`config.mk`:
```
export PLATFORM = sky130hd
export DESIGN_NAME = sys_ctrl_rx_flat
export DESIGN_NICKNAME = d
export VERILOG_FILES = /design/src/rtl/sys_ctrl_pkg.sv /design/src/rtl/sys_ctrl_rx_if.sv /design/src/rtl/tx_byte_pusher.sv /design/src/rtl/sys_ctrl_rx.sv /design/src/flat_wrapper.sv
export SDC_FILE = /design/constraint.sdc
export NUM_CORES = 1
export LEC_CHECK = 0
export CORE_UTILIZATION = 42
export CTS_CLUSTER_DIAMETER = 100
export DETAILED_ROUTE_END_ITERATION = 7
export PLACE_DENSITY = 0.78
export SYNTH_ARGS = -nofsm -noshare
export SYNTH_HDL_FRONTEND = slang
export SYNTH_SLANG_ARGS = --single-unit
```
`constraint.sdc`:
```
create_clock -name clk -period 2.7 [get_ports clk]
set_input_delay 0.27 -clock clk [delete_from_list [all_inputs] [get_ports clk]]
set_output_delay 0.27 -clock clk [all_outputs]
set_load 0.02 [all_outputs]
```
`src/rtl/sys_ctrl_pkg.sv`:
```
// Shared types and constants for the UART command sequencer (sys_ctrl_rx).
package sys_ctrl_pkg;

  typedef enum logic [3:0] {
    IDLE, WR_ADDR, WR_DATA, RD_ADDR, RD_WAIT, OP_A, OP_B,
    ALU_FUN, ALU_WAIT, TX_LSB, TX_MSB
  } state_t;

  typedef enum logic [1:0] {P_IDLE, P_LSB, P_MSB} push_state_t;

  localparam logic [7:0] OP_WRITE  = 8'hAA;
  localparam logic [7:0] OP_READ   = 8'hBB;
  localparam logic [7:0] OP_ALU_AB = 8'hCC;
  localparam logic [7:0] OP_ALU    = 8'hDD;

  localparam int unsigned OPA_ADDR = 0;
  localparam int unsigned OPB_ADDR = 1;

  // States that are waiting for the next frame byte from the receiver.
  function automatic logic is_byte_wait(state_t s);
    return (s == WR_ADDR) || (s == WR_DATA) || (s == RD_ADDR) ||
           (s == OP_A) || (s == OP_B) || (s == ALU_FUN);
  endfunction

endpackage

```
`src/rtl/sys_ctrl_rx_if.sv`:
```
// Bus bundle between the command sequencer and the UART RX, register file, ALU and TX FIFO.
interface sys_ctrl_rx_if #(
  parameter int ADDR_W = 4,
  parameter int DATA_W = 8
);
  logic [DATA_W-1:0]   rx_data;
  logic                rx_data_valid;
  logic                rf_wr_en;
  logic                rf_rd_en;
  logic [ADDR_W-1:0]   rf_addr;
  logic [DATA_W-1:0]   rf_wr_data;
  logic [DATA_W-1:0]   rf_rd_data;
  logic                rf_rd_valid;
  logic                alu_en;
  logic [3:0]          alu_fun;
  logic [2*DATA_W-1:0] alu_out;
  logic                alu_out_valid;
  logic                tx_wr_en;
  logic [DATA_W-1:0]   tx_wr_data;
  logic                tx_full;
  logic                busy;
  logic                frame_err;

  modport master (
    input  rx_data, rx_data_valid, rf_rd_data, rf_rd_valid, alu_out, alu_out_valid, tx_full,
    output rf_wr_en, rf_rd_en, rf_addr, rf_wr_data, alu_en, alu_fun, tx_wr_en, tx_wr_data,
           busy, frame_err
  );

  modport slave (
    output rx_data, rx_data_valid, rf_rd_data, rf_rd_valid, alu_out, alu_out_valid, tx_full,
    input  rf_wr_en, rf_rd_en, rf_addr, rf_wr_data, alu_en, alu_fun, tx_wr_en, tx_wr_data,
           busy, frame_err
  );

endinterface

```
`src/rtl/tx_byte_pusher.sv`:
```
// Pushes a 1- or 2-byte result into the TX FIFO (LSB first), stalling while the FIFO is full.
module tx_byte_pusher
  import sys_ctrl_pkg::*;
#(
  parameter int DATA_W = 8
) (
  input  logic                clk,
  input  logic                rstn,
  input  logic                start,
  input  logic                single,
  input  logic [2*DATA_W-1:0] payload,
  input  logic                tx_full,
  output logic                tx_wr_en,
  output logic [DATA_W-1:0]   tx_wr_data,
  output logic                done
);

  push_state_t       pst, pst_nxt;
  logic [DATA_W-1:0] lo_q, hi_q, lo_nxt, hi_nxt, data_nxt;
  logic              wr_en_nxt, done_nxt;

  // A single-byte payload is parked in the MSB slot so it goes out as the final push.
  always_comb begin
    pst_nxt   = pst;
    lo_nxt    = lo_q;
    hi_nxt    = hi_q;
    data_nxt  = tx_wr_data;
    wr_en_nxt = 1'b0;
    done_nxt  = 1'b0;
    case (pst)
      P_IDLE: if (start) begin
        lo_nxt = payload[DATA_W-1:0];
        hi_nxt = single ? payload[DATA_W-1:0] : payload[2*DATA_W-1:DATA_W];
        if (tx_full) begin
          pst_nxt = single ? P_MSB : P_LSB;
        end else begin
          wr_en_nxt = 1'b1;
          data_nxt  = payload[DATA_W-1:0];
          done_nxt  = single;
          pst_nxt   = single ? P_IDLE : P_MSB;
        end
      end
      P_LSB: if (!tx_full) begin
        wr_en_nxt = 1'b1;
        data_nxt  = lo_q;
        pst_nxt   = P_MSB;
      end
      P_MSB: if (!tx_full) begin
        wr_en_nxt = 1'b1;
        data_nxt  = hi_q;
        done_nxt  = 1'b1;
        pst_nxt   = P_IDLE;
      end
      default: pst_nxt = P_IDLE;
    endcase
  end

  always_ff @(posedge clk or negedge rstn) begin
    if (!rstn) begin
      pst        <= P_IDLE;
      lo_q       <= '0;
      hi_q       <= '0;
      tx_wr_en   <= 1'b0;
      tx_wr_data <= '0;
      done       <= 1'b0;
    end else begin
      pst        <= pst_nxt;
      lo_q       <= lo_nxt;
      hi_q       <= hi_nxt;
      tx_wr_en   <= wr_en_nxt;
      tx_wr_data <= data_nxt;
      done       <= done_nxt;
    end
  end

endmodule

```
`src/rtl/sys_ctrl_rx.sv`:
```
// Command sequencer: decodes UART byte frames into register-file / ALU operations and TX responses.
// Optional inter-byte timeout enabled by defining SYS_CTRL_TIMEOUT_EN.
module sys_ctrl_rx
  import sys_ctrl_pkg::*;
#(
  parameter int ADDR_W         = 4,
  parameter int DATA_W         = 8,
  parameter int TIMEOUT_CYCLES = 1023
) (
  input  logic           clk,
  input  logic           rstn,
  sys_ctrl_rx_if.master  bus
);

  state_t              state, state_nxt;
  logic                rf_wr_en_q, rf_rd_en_q, alu_en_q, frame_err_q, busy_q;
  logic                rf_wr_en_nxt, rf_rd_en_nxt, alu_en_nxt, frame_err_nxt;
  logic [ADDR_W-1:0]   rf_addr_q, rf_addr_nxt;
  logic [DATA_W-1:0]   rf_wr_data_q, rf_wr_data_nxt;
  logic [3:0]          alu_fun_q, alu_fun_nxt;
  logic                push_start, push_single, push_done, timeout;
  logic [2*DATA_W-1:0] push_payload;
  logic                tx_wr_en;
  logic [DATA_W-1:0]   tx_wr_data;

`ifdef SYS_CTRL_TIMEOUT_EN
  localparam int CNT_W = $clog2(TIMEOUT_CYCLES + 1);
  logic [CNT_W-1:0] to_cnt;

  always_ff @(posedge clk or negedge rstn) begin
    if (!rstn)                                           to_cnt <= '0;
    else if (bus.rx_data_valid || !is_byte_wait(state)) to_cnt <= '0;
    else if (!timeout)                                   to_cnt <= to_cnt + 1'b1;
  end

  assign timeout = is_byte_wait(state) && !bus.rx_data_valid &&
                   (to_cnt == CNT_W'(TIMEOUT_CYCLES));
`else
  assign timeout = 1'b0;
`endif

  always_comb begin
    state_nxt      = state;
    rf_wr_en_nxt   = 1'b0;
    rf_rd_en_nxt   = 1'b0;
    alu_en_nxt     = 1'b0;
    frame_err_nxt  = 1'b0;
    rf_addr_nxt    = rf_addr_q;
    rf_wr_data_nxt = rf_wr_data_q;
    alu_fun_nxt    = alu_fun_q;
    push_start     = 1'b0;
    push_single    = 1'b0;
    push_payload   = bus.alu_out;
    case (state)
      IDLE: if (bus.rx_data_valid) begin
        case (bus.rx_data)
          DATA_W'(OP_WRITE):  state_nxt = WR_ADDR;
          DATA_W'(OP_READ):   state_nxt = RD_ADDR;
          DATA_W'(OP_ALU_AB): state_nxt = OP_A;
          DATA_W'(OP_ALU):    state_nxt = ALU_FUN;
          default:            frame_err_nxt = 1'b1;
        endcase
      end
      WR_ADDR: if (bus.rx_data_valid) begin
        rf_addr_nxt = bus.rx_data[ADDR_W-1:0];
        state_nxt   = WR_DATA;
      end
      WR_DATA: if (bus.rx_data_valid) begin
        rf_wr_data_nxt = bus.rx_data;
        rf_wr_en_nxt   = 1'b1;
        state_nxt      = IDLE;
      end
      RD_ADDR: if (bus.rx_data_valid) begin
        rf_addr_nxt  = bus.rx_data[ADDR_W-1:0];
        rf_rd_en_nxt = 1'b1;
        state_nxt    = RD_WAIT;
      end
      // Bytes arriving while a result is pending are dropped; commands are not pipelined.
      RD_WAIT: if (bus.rf_rd_valid) begin
        push_start   = 1'b1;
        push_single  = 1'b1;
        push_payload = {{DATA_W{1'b0}}, bus.rf_rd_data};
        state_nxt    = TX_MSB;
      end
      OP_A: if (bus.rx_data_valid) begin
        rf_addr_nxt    = ADDR_W'(OPA_ADDR);
        rf_wr_data_nxt = bus.rx_data;
        rf_wr_en_nxt   = 1'b1;
        state_nxt      = OP_B;
      end
      OP_B: if (bus.rx_data_valid) begin
        rf_addr_nxt    = ADDR_W'(OPB_ADDR);
        rf_wr_data_nxt = bus.rx_data;
        rf_wr_en_nxt   = 1'b1;
        state_nxt      = ALU_FUN;
      end
      ALU_FUN: if (bus.rx_data_valid) begin
        alu_fun_nxt = bus.rx_data[3:0];
        alu_en_nxt  = 1'b1;
        state_nxt   = ALU_WAIT;
      end
      ALU_WAIT: if (bus.alu_out_valid) begin
        push_start = 1'b1;
        state_nxt  = TX_LSB;
      end
      TX_LSB:  if (tx_wr_en)  state_nxt = TX_MSB;
      TX_MSB:  if (push_done) state_nxt = IDLE;
      default: state_nxt = IDLE;
    endcase
    if (timeout) begin
      state_nxt     = IDLE;
      frame_err_nxt = 1'b1;
      rf_wr_en_nxt  = 1'b0;
      rf_rd_en_nxt  = 1'b0;
      alu_en_nxt    = 1'b0;
    end
  end

  always_ff @(posedge clk or negedge rstn) begin
    if (!rstn) begin
      state        <= IDLE;
      rf_wr_en_q   <= 1'b0;
      rf_rd_en_q   <= 1'b0;
      alu_en_q     <= 1'b0;
      frame_err_q  <= 1'b0;
      busy_q       <= 1'b0;
      rf_addr_q    <= '0;
      rf_wr_data_q <= '0;
      alu_fun_q    <= '0;
    end else begin
      state        <= state_nxt;
      rf_wr_en_q   <= rf_wr_en_nxt;
      rf_rd_en_q   <= rf_rd_en_nxt;
      alu_en_q     <= alu_en_nxt;
      frame_err_q  <= frame_err_nxt;
      busy_q       <= (state_nxt != IDLE);
      rf_addr_q    <= rf_addr_nxt;
      rf_wr_data_q <= rf_wr_data_nxt;
      alu_fun_q    <= alu_fun_nxt;
    end
  end

  tx_byte_pusher #(.DATA_W(DATA_W)) u_pusher (
    .clk        (clk),
    .rstn       (rstn),
    .start      (push_start),
    .single     (push_single),
    .payload    (push_payload),
    .tx_full    (bus.tx_full),
    .tx_wr_en   (tx_wr_en),
    .tx_wr_data (tx_wr_data),
    .done       (push_done)
  );

  assign bus.rf_wr_en   = rf_wr_en_q;
  assign bus.rf_rd_en   = rf_rd_en_q;
  assign bus.rf_addr    = rf_addr_q;
  assign bus.rf_wr_data = rf_wr_data_q;
  assign bus.alu_en     = alu_en_q;
  assign bus.alu_fun    = alu_fun_q;
  assign bus.tx_wr_en   = tx_wr_en;
  assign bus.tx_wr_data = tx_wr_data;
  assign bus.busy       = busy_q;
  assign bus.frame_err  = frame_err_q;

endmodule

```
`src/flat_wrapper.sv`:
```
// flat-port wrapper written by rule: the top's interface ports become plain ports
module sys_ctrl_rx_flat import sys_ctrl_pkg::*;
#(
  parameter int ADDR_W         = 4,
  parameter int DATA_W         = 8,
  parameter int TIMEOUT_CYCLES = 1023
)
  (clk, rstn, bus_rx_data, bus_rx_data_valid, bus_rf_rd_data, bus_rf_rd_valid, bus_alu_out, bus_alu_out_valid, bus_tx_full, bus_rf_wr_en, bus_rf_rd_en, bus_rf_addr, bus_rf_wr_data, bus_alu_en, bus_alu_fun, bus_tx_wr_en, bus_tx_wr_data, bus_busy, bus_frame_err);
  sys_ctrl_rx_if #(.ADDR_W(ADDR_W), .DATA_W(DATA_W)) bus_i ();
  input  logic clk;
  input  logic rstn;
  input wire logic [$bits(bus_i.rx_data)-1:0] bus_rx_data;
  input wire logic [$bits(bus_i.rx_data_valid)-1:0] bus_rx_data_valid;
  input wire logic [$bits(bus_i.rf_rd_data)-1:0] bus_rf_rd_data;
  input wire logic [$bits(bus_i.rf_rd_valid)-1:0] bus_rf_rd_valid;
  input wire logic [$bits(bus_i.alu_out)-1:0] bus_alu_out;
  input wire logic [$bits(bus_i.alu_out_valid)-1:0] bus_alu_out_valid;
  input wire logic [$bits(bus_i.tx_full)-1:0] bus_tx_full;
  output wire logic [$bits(bus_i.rf_wr_en)-1:0] bus_rf_wr_en;
  output wire logic [$bits(bus_i.rf_rd_en)-1:0] bus_rf_rd_en;
  output wire logic [$bits(bus_i.rf_addr)-1:0] bus_rf_addr;
  output wire logic [$bits(bus_i.rf_wr_data)-1:0] bus_rf_wr_data;
  output wire logic [$bits(bus_i.alu_en)-1:0] bus_alu_en;
  output wire logic [$bits(bus_i.alu_fun)-1:0] bus_alu_fun;
  output wire logic [$bits(bus_i.tx_wr_en)-1:0] bus_tx_wr_en;
  output wire logic [$bits(bus_i.tx_wr_data)-1:0] bus_tx_wr_data;
  output wire logic [$bits(bus_i.busy)-1:0] bus_busy;
  output wire logic [$bits(bus_i.frame_err)-1:0] bus_frame_err;
  assign bus_i.rx_data = bus_rx_data;
  assign bus_i.rx_data_valid = bus_rx_data_valid;
  assign bus_i.rf_rd_data = bus_rf_rd_data;
  assign bus_i.rf_rd_valid = bus_rf_rd_valid;
  assign bus_i.alu_out = bus_alu_out;
  assign bus_i.alu_out_valid = bus_alu_out_valid;
  assign bus_i.tx_full = bus_tx_full;
  assign bus_rf_wr_en = bus_i.rf_wr_en;
  assign bus_rf_rd_en = bus_i.rf_rd_en;
  assign bus_rf_addr = bus_i.rf_addr;
  assign bus_rf_wr_data = bus_i.rf_wr_data;
  assign bus_alu_en = bus_i.alu_en;
  assign bus_alu_fun = bus_i.alu_fun;
  assign bus_tx_wr_en = bus_i.tx_wr_en;
  assign bus_tx_wr_data = bus_i.tx_wr_data;
  assign bus_busy = bus_i.busy;
  assign bus_frame_err = bus_i.frame_err;
  sys_ctrl_rx #(.ADDR_W(ADDR_W), .DATA_W(DATA_W), .TIMEOUT_CYCLES(TIMEOUT_CYCLES)) u_core (.clk(clk), .rstn(rstn), .bus(bus_i));
endmodule
```
# After elaboration in Yosys (flattened, before gate mapping)
# Index checks and enable logic that the tools add are counted.
[totals]
in_bits = 38
elab_cells = 102
ff_bits = 53
out_inout_bits = 30
[classes]
reduce_logical = 15
mux = 49
eq_ne = 23
[ops]
columns = ["operator", "n"]
rows = [
  ["$mux W4", 14],
  ["$pmux W4 S11", 1],
  ["$mux W8", 5],
  ["$eq A8 B8 Y1 const B", 4],
  ["$mux W16", 2],
  ["$pmux W8 S3", 1],
  ["$eq A4 B3 Y1 const B", 4],
  ["$pmux W4 S4", 1],
  ["$mux W1", 14],
  ["$eq A4 B4 Y1 const B", 3],
  ["$mux W2", 6],
  ["$pmux W4 S3", 1],
  ["$ne A2 B2 Y1 const B", 5],
  ["$eq A4 B2 Y1 const B", 2],
  ["$pmux W1 S2", 3],
  ["$pmux W2 S3", 1],
  ["$reduce_and A2 Y1", 3],
  ["$reduce_bool A3 Y1", 2],
  ["$reduce_and A5 Y1", 1],
  ["$eq A4 B1 Y1 const B", 1],
  ["$logic_not A4 Y1", 1],
  ["$ne A2 B1 Y1 const B", 2],
  ["$reduce_and A4 Y1", 1],
  ["$reduce_bool A4 Y1", 1],
  ["other kinds (7)", 8],
]

# Longest topological paths before layout
[logic_depth]
ltp_word = 6
ltp_mapped = 9

# Modules after synthesis
# Synthesis repeated with hierarchy kept, for this count alone.
[unflattened]
hier_cells = 273
hier_area_um2 = 2795.2
[by_module_without_submodules]
columns = ["mod", "n_inst", "seq_area_each_um2", "area_per_inst_um2", "cells_per_inst"]
rows = [
  ["tx_byte_pusher", 1, 700.7, 1422.6, 123],
  ["sys_ctrl_rx", 1, 625.6, 1372.6, 150],
]

# Worst setup path after synthesis
# No wires, ideal clock.
[synth_path]
kind = "register to register"
from = "register u_core.u_pusher.pst[1]"
to = "register u_core.u_pusher.tx_wr_data[0]"
arrival_ns = 1.770
path_stages_with_launch = 8
setup_slack_ns = 0.809
synth_period_minus_slack_ns = 1.891
t_required_ns = 2.579
cell_sequence = "dfrtp_1 > inv_1 > ha_1 > buf_2 > inv_1 > o32a_2 > buf_6 > a22o_1"
[synth_via]
elab_chain_cells = 3
word_cells_on_any_way = 10
classes_between = "eq/ne: 6; mux: 1; reduce/logical: 3"
[synth_rtl]
columns = ["element", "line_no", "rtl"]
rows = [
  ["start: declaration", "tx_byte_pusher.sv:18", "push_state_t pst, pst_nxt;"],
  ["start signal: assignment", "tx_byte_pusher.sv:67", "pst <= pst_nxt;"],
  ["$eq A2 B1 Y1, or another cell as far along", "tx_byte_pusher.sv:30", "case (pst)"],
  ["$ne A2 B2 Y1 (no line), or another cell as far along", "-", ""],
  ["$reduce_and A5 Y1 (no line)", "-", ""],
  ["end signal: assignment", "tx_byte_pusher.sv:71", "tx_wr_data <= data_nxt;"],
  ["end: declaration", "tx_byte_pusher.sv:14", "output logic [DATA_W-1:0] tx_wr_data,"],
]
# Parallel ways exist; a longest one is shown, timed or not.
# A chain may end at the register's enable or synchronous reset.

# Worst setup path after layout
# Same ends and word-level chain as after synthesis.

==> flow_summary.yaml <==
setup_path:
  crit_chain: "inv_1 -> ha_1 -> inv_1 -> o32a_2 -> a21oi_1 -> a22o_1"
  path_buf_inv: 2
  worst-setup-path-type: "reg2reg"
  cp-start-kind: "flop"
  worstPathRequired_ns: 2.94
  worst-path-max-fanout: 16
  crit_top_cell: "inv_1"
  critical-path-max-stage-delay_ns: 0.54
  arrival_ns: 2.32
  critPathCaptureType: "flop"
  critPathSlowestCell: "o32a_2"
  critPathTopFamily: "compound AO/OA/AOI/OAI gates"
floorplanning:
  coreArea_sq_mm: 0.005921
  start_util_pct: 43.30
  die_w_um: 80.13
  die_h_um: 80.13
  fp.dieArea_sq_mm: 0.006421
  ios: 68
  num_rows: 28
worst_hold_path:
  min_path_type: "in2async"
sta:
  setup_violations: 0
  maxSlewViolCount: 0
  hold_ws_ns: 0.4580
  tightest_slew_ns: 0.5686
  fin_crit_sh_pct: 76.99
  timing.final.crit_period_ns: 2.079
  max_freq_mhz: 481.1
  rsz0062_at_grt: "no"
  fin_setup_tns_ns: 0
  worst_slew_margin_rel_pct: 62.10
  hold_viol_final: 0
  fin_worst_skew_ns: 0.003974
detailed_routing:
  via_per_inst: 5.577
  firstDrtPassIters: 5
  drt_wl_total_um: 6035
  drtAntennaViolNets: 0
  wl_per_cell_um: 15.20
  via_count: 2214
  drtIter0Drc: 95
  drcViolationCount: 0
pwr:
  vdd_drop_max_v: 0.0005038
  power.total_w: 0.003468
  pwr_density_cell_mw_per_mm2: 1019
  leakagePower_nw: 1.527
place:
  finalWeightedCongestion: 0.9109
  port_buffers: 67
  dpl.hpwl_um: 4386
yosys:
  synth_cell_types: 37
  syn_area_sq_mm: 0.002564
  syn_nets: 298
  yosys_warnings: 0
  synthCells: 254
  yosys_register_bits: 53
  avgSynthCellArea_sq_um: 10.09
  synth_seq_area_share_pct: 51.73
finish:
  drive_above_1_share_pct: 9.938
  fin_nets: 365
  area_growth_pct: 32.75
  seqCellArea_sq_mm: 0.001326
  layout_common_cells: "clkdlybuf4s50_1, dfrtp_1, a21oi_1, nand2_1, o21ai_0"
  fill_cells: 519
  diodes: 0
  layout_commonest_cell: "clkdlybuf4s50_1"
  multi_input_area_sq_mm: 0.001124
  final_util_pct: 57.48
clock_tree:
  max-clock-path-buffers: 2
  post-cts-setup-buffers: 0
  cts.sinks: 53
  cts_made_buffers: 5
  clk_latency_ns: 0.30
  htree_levels: 2
  cts_resized: 0
  hold_buffers: 1
  tritoncts: "built"
  path_clk_slew_ns: 0.10
  cts_root_buffer: "clkbuf_8"
global_routing:
  grt_pass1_vias: 2060
  antenna_found_initial: 0
  globalRouteOverflowTotal: 0
  grt_pass1_wl_um: 9839
  grt_usage_pct: 19.95
  grt_start_max_net_pins: 35
status:
  outcome: "complete, no violations"
run:
  drv_cap: 0
metrics by stage:
stage               instance area (sq um)  setup WS, ns  instances
detailed placement                   3299        0.3700        388
CTS                                  3403        0.6371        397
global route                         3403        0.4680        397
global placement                     3299        0.4563        388
finish                               3403        0.6212        397
floorplan                            2564        0.8086        254
state kept, by name, summed over array words and instances (netlist names), 2 cells and up:
name                        count
u_core.bus.rf_wr_data           8
u_core.u_pusher.hi_q            8
u_core.u_pusher.lo_q            8
u_core.u_pusher.tx_wr_data      8
u_core.bus.alu_fun              4
u_core.bus.rf_addr              4
u_core.state                    4
u_core.u_pusher.pst             2
cell type report:
| type | count | share of cell area (%) |
|---|---|---|
| sequential | 53 | 38.97 |
| clock buffer | 5 | 2.022 |
| tap | 75 | 2.757 |
| inverter | 12 | 1.324 |
| multi-input combinational | 175 | 33.01 |
| timing repair buffer | 74 | 21.18 |
| clock inverter | 3 | 0.7353 |
power breakdown:
group	internal, W	switching, W
clock	0.000188	0.000269
sequential	0.00112	0.000218
combinational	0.000777	0.000892
worst reg2reg max path: stages (launching register included):
cell	delay, ns
dfrtp_1	0.43
inv_1	0.08
ha_1	0.51
inv_1	0.11
o32a_2	0.54
a21oi_1	0.21
a22o_1	0.14
layer usage:
layer	share of wire [%]	vias to the layer above	routed length, um	GRT usage, %
li1	-	1050	-	-
met1	46	1055	2755	27.92
met2	46	101	2798	31.28
met3	6.9	8	415	4.205
met4	1.1	0	65	5.536
met5	0	-	0	0
kinds of logic (layout without fill, tap and decap cells):
| group | Yosys count | count (layout) | synth area share, % |
|---|---|---|---|
| AOI/OAI and AO/OA | 89 | 89 | 22.16 |
| and+or+nand+nor | 67 | 67 | 13.13 |
| DFF | 53 | 53 | 51.73 |
| buffers and inverters | 26 | 94 | 4.441 |
| muxes | 12 | 12 | 5.271 |
| adders and majority gates | 6 | 6 | 2.928 |
| xor gates and xnor gates | 1 | 1 | 0.3417 |
worst paths after layout:
kind / startpoint / end / slack (ns) / cells after the start
max: u_core.u_pusher.pst[1]$_DFFE_PN0P_ / u_core.u_pusher.tx_wr_data[0]$_DFFE_PN0P_ / 0.62 / 6
max reg2reg: u_core.u_pusher.pst[1]$_DFFE_PN0P_ / u_core.u_pusher.tx_wr_data[0]$_DFFE_PN0P_ / 0.62 / 6
min reg2reg: u_core.u_pusher.lo_q[4]$_DFFE_PN0P_ / u_core.u_pusher.lo_q[4]$_DFFE_PN0P_ / 0.49 / 2
max in group asynchronous: rstn / u_core.u_pusher.lo_q[6]$_DFFE_PN0P_ / 1.45 / 3
min in group clk: u_core.u_pusher.lo_q[4]$_DFFE_PN0P_ / u_core.u_pusher.lo_q[4]$_DFFE_PN0P_ / 0.49 / 2
min: rstn / u_core.bus.busy$_DFF_PN0_ / 0.46 / 2
Yosys cell counts:
master / number / share of area [%]
nand2_1: 29 / 4.2
o2bb2ai_1: 1 / 0.34
o31ai_1: 1 / 0.29
o32ai_1: 1 / 0.34
buf_2: 7 / 1.4
inv_1: 11 / 1.6
dfrtp_1: 53 / 52
mux2_2: 12 / 5.3
o21ai_0: 22 / 4.3
nand4_1: 2 / 0.49
a21oi_1: 31 / 6.1
or4_1: 1 / 0.29
nor2b_1: 1 / 0.24
inv_2: 1 / 0.15
buf_6: 1 / 0.44
clkbuf_1: 6 / 0.88
o211ai_1: 3 / 0.88
nand2b_2: 1 / 0.34
and3_1: 9 / 2.2
a22o_1: 14 / 4.8
o32a_2: 1 / 0.44
ha_1: 6 / 2.9
and3b_1: 2 / 0.68
xnor2_1: 1 / 0.34
nor2_1: 9 / 1.3
and4_1: 1 / 0.34
a21oi_2: 1 / 0.34
o211ai_2: 1 / 0.49
nand2b_1: 3 / 0.73
a22oi_1: 8 / 2.3
nand3_1: 5 / 0.98
o221ai_1: 1 / 0.34
a32oi_1: 1 / 0.34
a211oi_1: 1 / 0.29
o21bai_1: 2 / 0.59
or4bb_1: 2 / 0.88
nor3_1: 2 / 0.39
Power figures use the tool's default switching activity.
